## config.mk

```make
export PLATFORM = sky130hd
export DESIGN_NAME = alu_secventiator
export DESIGN_NICKNAME = d
export VERILOG_FILES = /design/src/rtl/alu_pkg.sv /design/src/rtl/fifo_comenzi.sv /design/src/rtl/alu_secventiator.sv
export SDC_FILE = /design/constraint.sdc
export NUM_CORES = 1
export LEC_CHECK = 0
export CAP_MARGIN = 5
export CORE_ASPECT_RATIO = 1.4
export CORE_MARGIN = 3
export CORE_UTILIZATION = 53
export DETAILED_ROUTE_END_ITERATION = 7
export GPL_TIMING_DRIVEN = 0
export PLACE_DENSITY = 0.9
export SETUP_SLACK_MARGIN = 0.15
export SLEW_MARGIN = 20
export SYNTH_ARGS = -nofsm -noshare
export SYNTH_HDL_FRONTEND = slang
export SYNTH_HIERARCHICAL = 1
export SYNTH_SLANG_ARGS = --single-unit
export TNS_END_PERCENT = 30
```

## constraint.sdc

```tcl
create_clock -name clk -period 3.78 [get_ports clk]
set_input_delay 0.567 -clock clk [delete_from_list [all_inputs] [get_ports clk]]
set_output_delay 0.567 -clock clk [all_outputs]
set_load 0.01 [all_outputs]
```

## src/rtl/alu_pkg.sv

```systemverilog
// Shared opcodes, FSM states and command layout for the ALU command sequencer.
package alu_pkg;

    localparam logic [3:0] OP_ADD = 4'd0;
    localparam logic [3:0] OP_SUB = 4'd1;
    localparam logic [3:0] OP_MUL = 4'd2;
    localparam logic [3:0] OP_DIV = 4'd3;
    localparam logic [3:0] OP_AND = 4'd4;
    localparam logic [3:0] OP_OR  = 4'd5;
    localparam logic [3:0] OP_XOR = 4'd6;
    localparam logic [3:0] OP_SHL = 4'd7;
    localparam logic [3:0] OP_SHR = 4'd8;
    localparam logic [3:0] OP_MAX = 4'd8;

    localparam int ALU_W = 32;

    typedef enum logic [1:0] {IDLE, EXEC, RESP} state_t;

    // Command layout at the native 32-bit ALU width.
    typedef struct packed {
        logic [ALU_W-1:0] a;
        logic [ALU_W-1:0] b;
        logic [3:0]       op;
    } cmd_t;

endpackage

```

## src/rtl/fifo_comenzi.sv

```systemverilog
// Synchronous command FIFO; power-of-two depth so pointers wrap for free.
module fifo_comenzi #(
    parameter int DATA_W = 68,
    parameter int DEPTH  = 4
) (
    input  logic                     clk,
    input  logic                     rst_n,
    input  logic                     push,
    input  logic                     pop,
    input  logic [DATA_W-1:0]        din,
    output logic [DATA_W-1:0]        dout,
    output logic                     full,
    output logic                     empty,
    output logic [$clog2(DEPTH):0]   level
);
    localparam int AW = $clog2(DEPTH);

    logic [DATA_W-1:0] mem_q [DEPTH];
    logic [AW-1:0]     wr_ptr_q, wr_ptr_d;
    logic [AW-1:0]     rd_ptr_q, rd_ptr_d;
    logic [AW:0]       level_q, level_d;

    always_comb begin
        wr_ptr_d = wr_ptr_q;
        rd_ptr_d = rd_ptr_q;
        level_d  = level_q;
        if (push) wr_ptr_d = wr_ptr_q + 1'b1;
        if (pop)  rd_ptr_d = rd_ptr_q + 1'b1;
        if (push && !pop) level_d = level_q + 1'b1;
        else if (pop && !push) level_d = level_q - 1'b1;
    end

    always_ff @(posedge clk or negedge rst_n) begin
        if (!rst_n) begin
            wr_ptr_q <= '0;
            rd_ptr_q <= '0;
            level_q  <= '0;
        end else begin
            wr_ptr_q <= wr_ptr_d;
            rd_ptr_q <= rd_ptr_d;
            level_q  <= level_d;
        end
    end

    // Storage needs no reset; the level counter guards validity.
    always_ff @(posedge clk) begin
        if (push) mem_q[wr_ptr_q] <= din;
    end

    assign dout  = mem_q[rd_ptr_q];
    assign full  = (level_q == (AW+1)'(DEPTH));
    assign empty = (level_q == '0);
    assign level = level_q;

endmodule

```

## src/rtl/alu_secventiator.sv

```systemverilog
// Sequencer in front of the combinational ALU: queues commands, holds ALU
// inputs stable, and applies the error/remainder policy on capture.
module alu_secventiator
    import alu_pkg::*;
#(
    parameter int W     = 32,
    parameter int DEPTH = 4
) (
    input  logic                   clk,
    input  logic                   rst_n,
    input  logic                   cmd_valid,
    output logic                   cmd_ready,
    input  logic [W-1:0]           cmd_A,
    input  logic [W-1:0]           cmd_B,
    input  logic [3:0]             cmd_op,
    output logic [W-1:0]           alu_A,
    output logic [W-1:0]           alu_B,
    output logic [3:0]             alu_operatie,
    input  logic [W-1:0]           alu_rezultat,
    input  logic [W-1:0]           alu_rest,
    output logic                   rsp_valid,
    input  logic                   rsp_ready,
    output logic [W-1:0]           rsp_rezultat,
    output logic [W-1:0]           rsp_rest,
    output logic                   rsp_zero,
    output logic                   rsp_err,
    output logic [$clog2(DEPTH):0] nivel
);
    localparam int CW = 2*W + 4;

    state_t        state_q, state_d;
    logic [W-1:0]  a_q, a_d, b_q, b_d;
    logic [3:0]    op_q, op_d;
    logic          vld_q, vld_d, zero_q, zero_d, err_q, err_d;
    logic [W-1:0]  rez_q, rez_d, rest_q, rest_d;
    logic [W-1:0]  cap_rez, cap_rest;
    logic          cap_err;

    logic          f_push, f_pop, f_full, f_empty;
    logic [CW-1:0] f_dout;
    logic [W-1:0]  head_a, head_b;
    logic [3:0]    head_op;

    fifo_comenzi #(.DATA_W(CW), .DEPTH(DEPTH)) u_fifo (
        .clk   (clk),
        .rst_n (rst_n),
        .push  (f_push),
        .pop   (f_pop),
        .din   ({cmd_A, cmd_B, cmd_op}),
        .dout  (f_dout),
        .full  (f_full),
        .empty (f_empty),
        .level (nivel)
    );

    assign cmd_ready = !f_full;
    assign f_push    = cmd_valid && !f_full;
    assign {head_a, head_b, head_op} = f_dout;
    // Pop only when the ALU regs are free: idle, or the held response is leaving.
    assign f_pop = !f_empty && (state_q == IDLE || (state_q == RESP && rsp_ready));

    always_comb begin
        cap_rez  = alu_rezultat;
        cap_rest = '0;
        cap_err  = 1'b0;
        if (op_q > OP_MAX) begin
            cap_rez = '0;
            cap_err = 1'b1;
        end else if (op_q == OP_DIV && b_q == '0) begin
            cap_rez  = '1;
            cap_rest = a_q;
            cap_err  = 1'b1;
        end else if (op_q == OP_DIV) begin
            cap_rest = alu_rest;
        end
    end

    always_comb begin
        state_d = state_q;
        a_d     = a_q;
        b_d     = b_q;
        op_d    = op_q;
        vld_d   = vld_q;
        rez_d   = rez_q;
        rest_d  = rest_q;
        zero_d  = zero_q;
        err_d   = err_q;
        if (f_pop) begin
            a_d  = head_a;
            b_d  = head_b;
            op_d = head_op;
        end
        case (state_q)
            IDLE: if (f_pop) state_d = EXEC;
            EXEC: begin
                vld_d   = 1'b1;
                rez_d   = cap_rez;
                rest_d  = cap_rest;
                zero_d  = (cap_rez == '0);
                err_d   = cap_err;
                state_d = RESP;
            end
            RESP: if (rsp_ready) begin
                vld_d   = 1'b0;
                state_d = f_pop ? EXEC : IDLE;
            end
            default: state_d = IDLE;
        endcase
    end

    always_ff @(posedge clk or negedge rst_n) begin
        if (!rst_n) begin
            state_q <= IDLE;
            a_q     <= '0;
            b_q     <= '0;
            op_q    <= '0;
            vld_q   <= 1'b0;
            rez_q   <= '0;
            rest_q  <= '0;
            zero_q  <= 1'b0;
            err_q   <= 1'b0;
        end else begin
            state_q <= state_d;
            a_q     <= a_d;
            b_q     <= b_d;
            op_q    <= op_d;
            vld_q   <= vld_d;
            rez_q   <= rez_d;
            rest_q  <= rest_d;
            zero_q  <= zero_d;
            err_q   <= err_d;
        end
    end

    assign alu_A        = a_q;
    assign alu_B        = b_q;
    assign alu_operatie = op_q;
    assign rsp_valid    = vld_q;
    assign rsp_rezultat = rez_q;
    assign rsp_rest     = rest_q;
    assign rsp_zero     = zero_q;
    assign rsp_err      = err_q;

endmodule
```

==> summary.md <==
| Metric | Value |
|---|---|
| Outcome | finished clean |
| Slew Viols, Final | 0 |
| Boundary pin count | 275 |
| Fmax | ~300 MHz |
| DR vias | ~9400 |
| Hold-fix buffer count after cts | 1 |
| First-pass GRT wire length | a little under 60000 µm |
| Total Power | ~17 mW |
| YS warnings | 6 |
| CP max FO | 12 |
| Synthesized area | approximately 16000 µm² |
| Via density | approximately 5.9 |
| Share of cells above drive strength 1 | approximately 22% |
| Post-DP HPWL | ~26000 µm |
| Critical Path End Type | flop |
| Flops & latches, synth | roughly 420 |
| CTS Sinks | 416 |
| Tcrit/Tclk final | approximately nine tenths |
| Power per cell area | roughly 830 nW/µm² |
| Reg2Reg Depth | 9 |
| Period minus WS final | around 3.4 ns |
| Clock latency at the later pin of the worst-skew pair | 0.54 ns |
| Initial antenna violation count | 9 |
| CTS tree | yes |
| Seq/Total Area, Yosys | 72.7% |
| RSZ-0062 raised after global routing | no |
| Crit-path slowest cell | a211oi_2 |
| Critical path launch point | u_fifo/level[0] |
| Mean Syn Cell Area | 19.1 µm² |
| Critical path class | flop to flop |
| Worst Hold Class | flop to flop |
| Arrival @ worst endpoint | 3.80 ns |
| Endpoints failing setup | 0 |
| Cell Rows | 75 |
| Longest Clk Path Bufs | 3 |
| Leading register cell type out of synthesis | edfxtp_1 |
| Clk root buf | clkbuf_16 |
| Hold Worst Slack | between 0.5 and 0.6 ns |
| Pleak | between 7 and 8 nW |
| Delay of the slowest critical-path stage | 0.63 ns |
| TritonCTS Buffers | 39 |
| Final antenna-violating net count | 0 |
| Vias in the first global route | 10133 |
| Worst Hold Path Cells | 1 |
| Die width | around 150 µm |
| Post-CTS setup buffers | 0 |
| Die Area | around 33000 µm² |
| Clock-pin slew on the worst setup and hold paths | ~0.06 ns |
| Async SR Flop Fraction | roughly a third |
| Core area | about 30000 µm² |
| Avg WL per Cell | 24.2 µm |
| Cell breakdown of the critical path | nor3_1 -> a211oi_2 -> buf_2 -> buf_2 -> inv_1 -> ha_1 -> inv_1 -> fa_1 -> mux2_2 |
| Largest net degree at the start of global routing | 84 |
| Chip Height | about 210 µm |
| Synth cell types | 43 |
| Peak supply drop | slightly below 0.0005 V |
| Worst setup SP type | flop |
| H-tree depth | 2 |
| Gr usage total | between 20% and 30% |
| CTS resizes | 0 |
| IO Port Bufs | 274 |
| Final Hold Fails | 0 |
| Slew headroom | a little over half |
| Min-Delay Startpoint | u_fifo/level[2] |
| Initial DRC Count | 673 |
| Starting Density | about 54% |
| DRT Pass-1 Iters | 4 |
| WP data required | around 4.2 ns |
| DRC | 0 |
| Cells after Synth | between 800 and 900 |
| Grt ovf | 0 |
| Post-synth EDFFs | 272 |
| Reg2reg start | u_fifo/level[0] |
| Max Cap Viol | 0 |
| Worst-Margin Slew | between 0.7 and 0.8 ns |
| Synthesized netlist net count | a little under 1000 |
| Routed wire length | ~38000 µm |
| Fin Clk Skew | 0.0355 ns |
| Nets | approximately 1300 |
| RD Place Congestion | slightly above 0.8 |
| P&R area growth vs syn | 29.0% |
flip-flops by register name (all words and copies together) (netlist names), 2 cells and up:
signal,flops
u_fifo/mem_q,272
alu_operatie,4
rsp_rezultat,32
u_fifo/level,3
rsp_rest,32
alu_A,32
u_fifo/wr_ptr_q,2
state_q,2
alu_B,32
u_fifo/rd_ptr_q,2
critical path: cells and delay by family (launching register included):
kind | cells | cell delay [ns]
buffers and inverters | 4 | 1.01
AND/OR/NAND/NOR | 1 | 0.17
AO/OA/AOI/OAI | 1 | 0.63
adder cells (fa/ha/maj) | 2 | 0.69
multiplexers | 1 | 0.28
flip-flops | 1 | 0.48
area by class of cell:
cell class,count,area (µm²)
diodes,4,10.0
plain buffers,62,400
well taps,385,482
multi-input cells,364,4000
inverters,6,22.5
clock buffers,51,1040
flip-flops and latches,416,11800
clock inverters,19,282
repair buffers,280,2870
fillers,1859,9150
report_power, final:
part / total, mW / leakage, nW / internal, mW / switching (mW)
sequential: 6.99 / 4.25 / 6.25 / 0.741
clock: 4.03 / 0.631 / 2.43 / 1.61
combinational: 6.30 / 2.61 / 3.45 / 2.85
total: 17.3 / 7.49 / 12.1 / 5.20
final timing paths:
check	endpoint	slack (ns)
setup / recovery	u_fifo/level[1]	0.40
hold / removal	u_fifo/level[2]	0.51
setup reg to reg	u_fifo/level[1]	0.40
hold reg to reg	u_fifo/level[2]	0.51
max in group asynchronous	alu_B[28]	2.39
min in group asynchronous	rsp_rezultat[4]	0.56
cell usage after synthesis (all sizes together) (2+ instances only):
cell type / number / area share, %
nor4: 15 / 0.58
nand2b: 2 / 0.077
nor2: 3 / 0.070
dfrtp: 144 / 22
ha: 5 / 0.39
mux2: 69 / 4.8
xor2: 4 / 0.22
clkbuf: 33 / 0.77
a221o: 31 / 1.9
o21ai: 3 / 0.093
o221a: 31 / 2.2
a211oi: 2 / 0.093
nor2b: 2 / 0.077
nor3: 33 / 1.0
or3: 2 / 0.077
o31ai: 3 / 0.17
and2: 4 / 0.15
buf: 29 / 1.7
xnor2: 2 / 0.11
inv: 6 / 0.14
edfxtp: 272 / 50
or2: 2 / 0.077
nand2: 5 / 0.12
nand3: 34 / 1.1
and3: 31 / 1.2
mux4: 68 / 9.5
nand4: 4 / 0.19
metal layers:
| layer | GRT usage (%) | up-vias | wire length (µm) |
|---|---|---|---|
| met5 | 0 | - | 89 |
| met4 | 9.48 | 12 | 1440 |
| met3 | 5.31 | 107 | 2280 |
| met2 | 41.7 | 370 | 20600 |
| met1 | 27.5 | 4846 | 13900 |
| li1 | - | 4102 | - |
cell families after synthesis:
kind of cell,synth area share [%]
AO/OA/AOI/OAI,4.73
XOR/XNOR,0.325
buffers and inverters,2.61
adder cells (fa/ha/maj),0.510
multiplexers,14.3
AND/OR/NAND/NOR,4.80
flip-flops,72.7
layout by cell type, fill, tap and decap left out, types with 4 or more instances in the layout:
master,n
diode_2,4
o221a_2,31
bufinv_16,7
a221o_1,31
nand2_1,5
clkbuf_1,43
ha_1,5
nor3_1,33
nor4_1,15
and3_1,31
buf_6,4
buf_12,11
clkbuf_16,39
mux2_2,69
edfxtp_1,272
buf_2,16
dfrtp_1,144
and2_4,4
clkdlybuf4s50_1,273
inv_1,6
xor2_1,4
mux4_2,68
nand3_1,34
stage by stage:
step                setup slack (ns)  TNS (ns)  instance area [µm²]  std cells  utilization [%]
finish                         0.397         0                20900       1587             69.5
floorplan                      0.776         0                16200        848                -
global placement               -3.83   -829.41                19400       1507             64.6
global route                   0.199         0                20900       1586             69.5
detailed placement           -0.0640   -0.0640                19500       1512             65.0
CTS                            0.296         0                20900       1583             69.5
(Power assumes the default switching activity.)
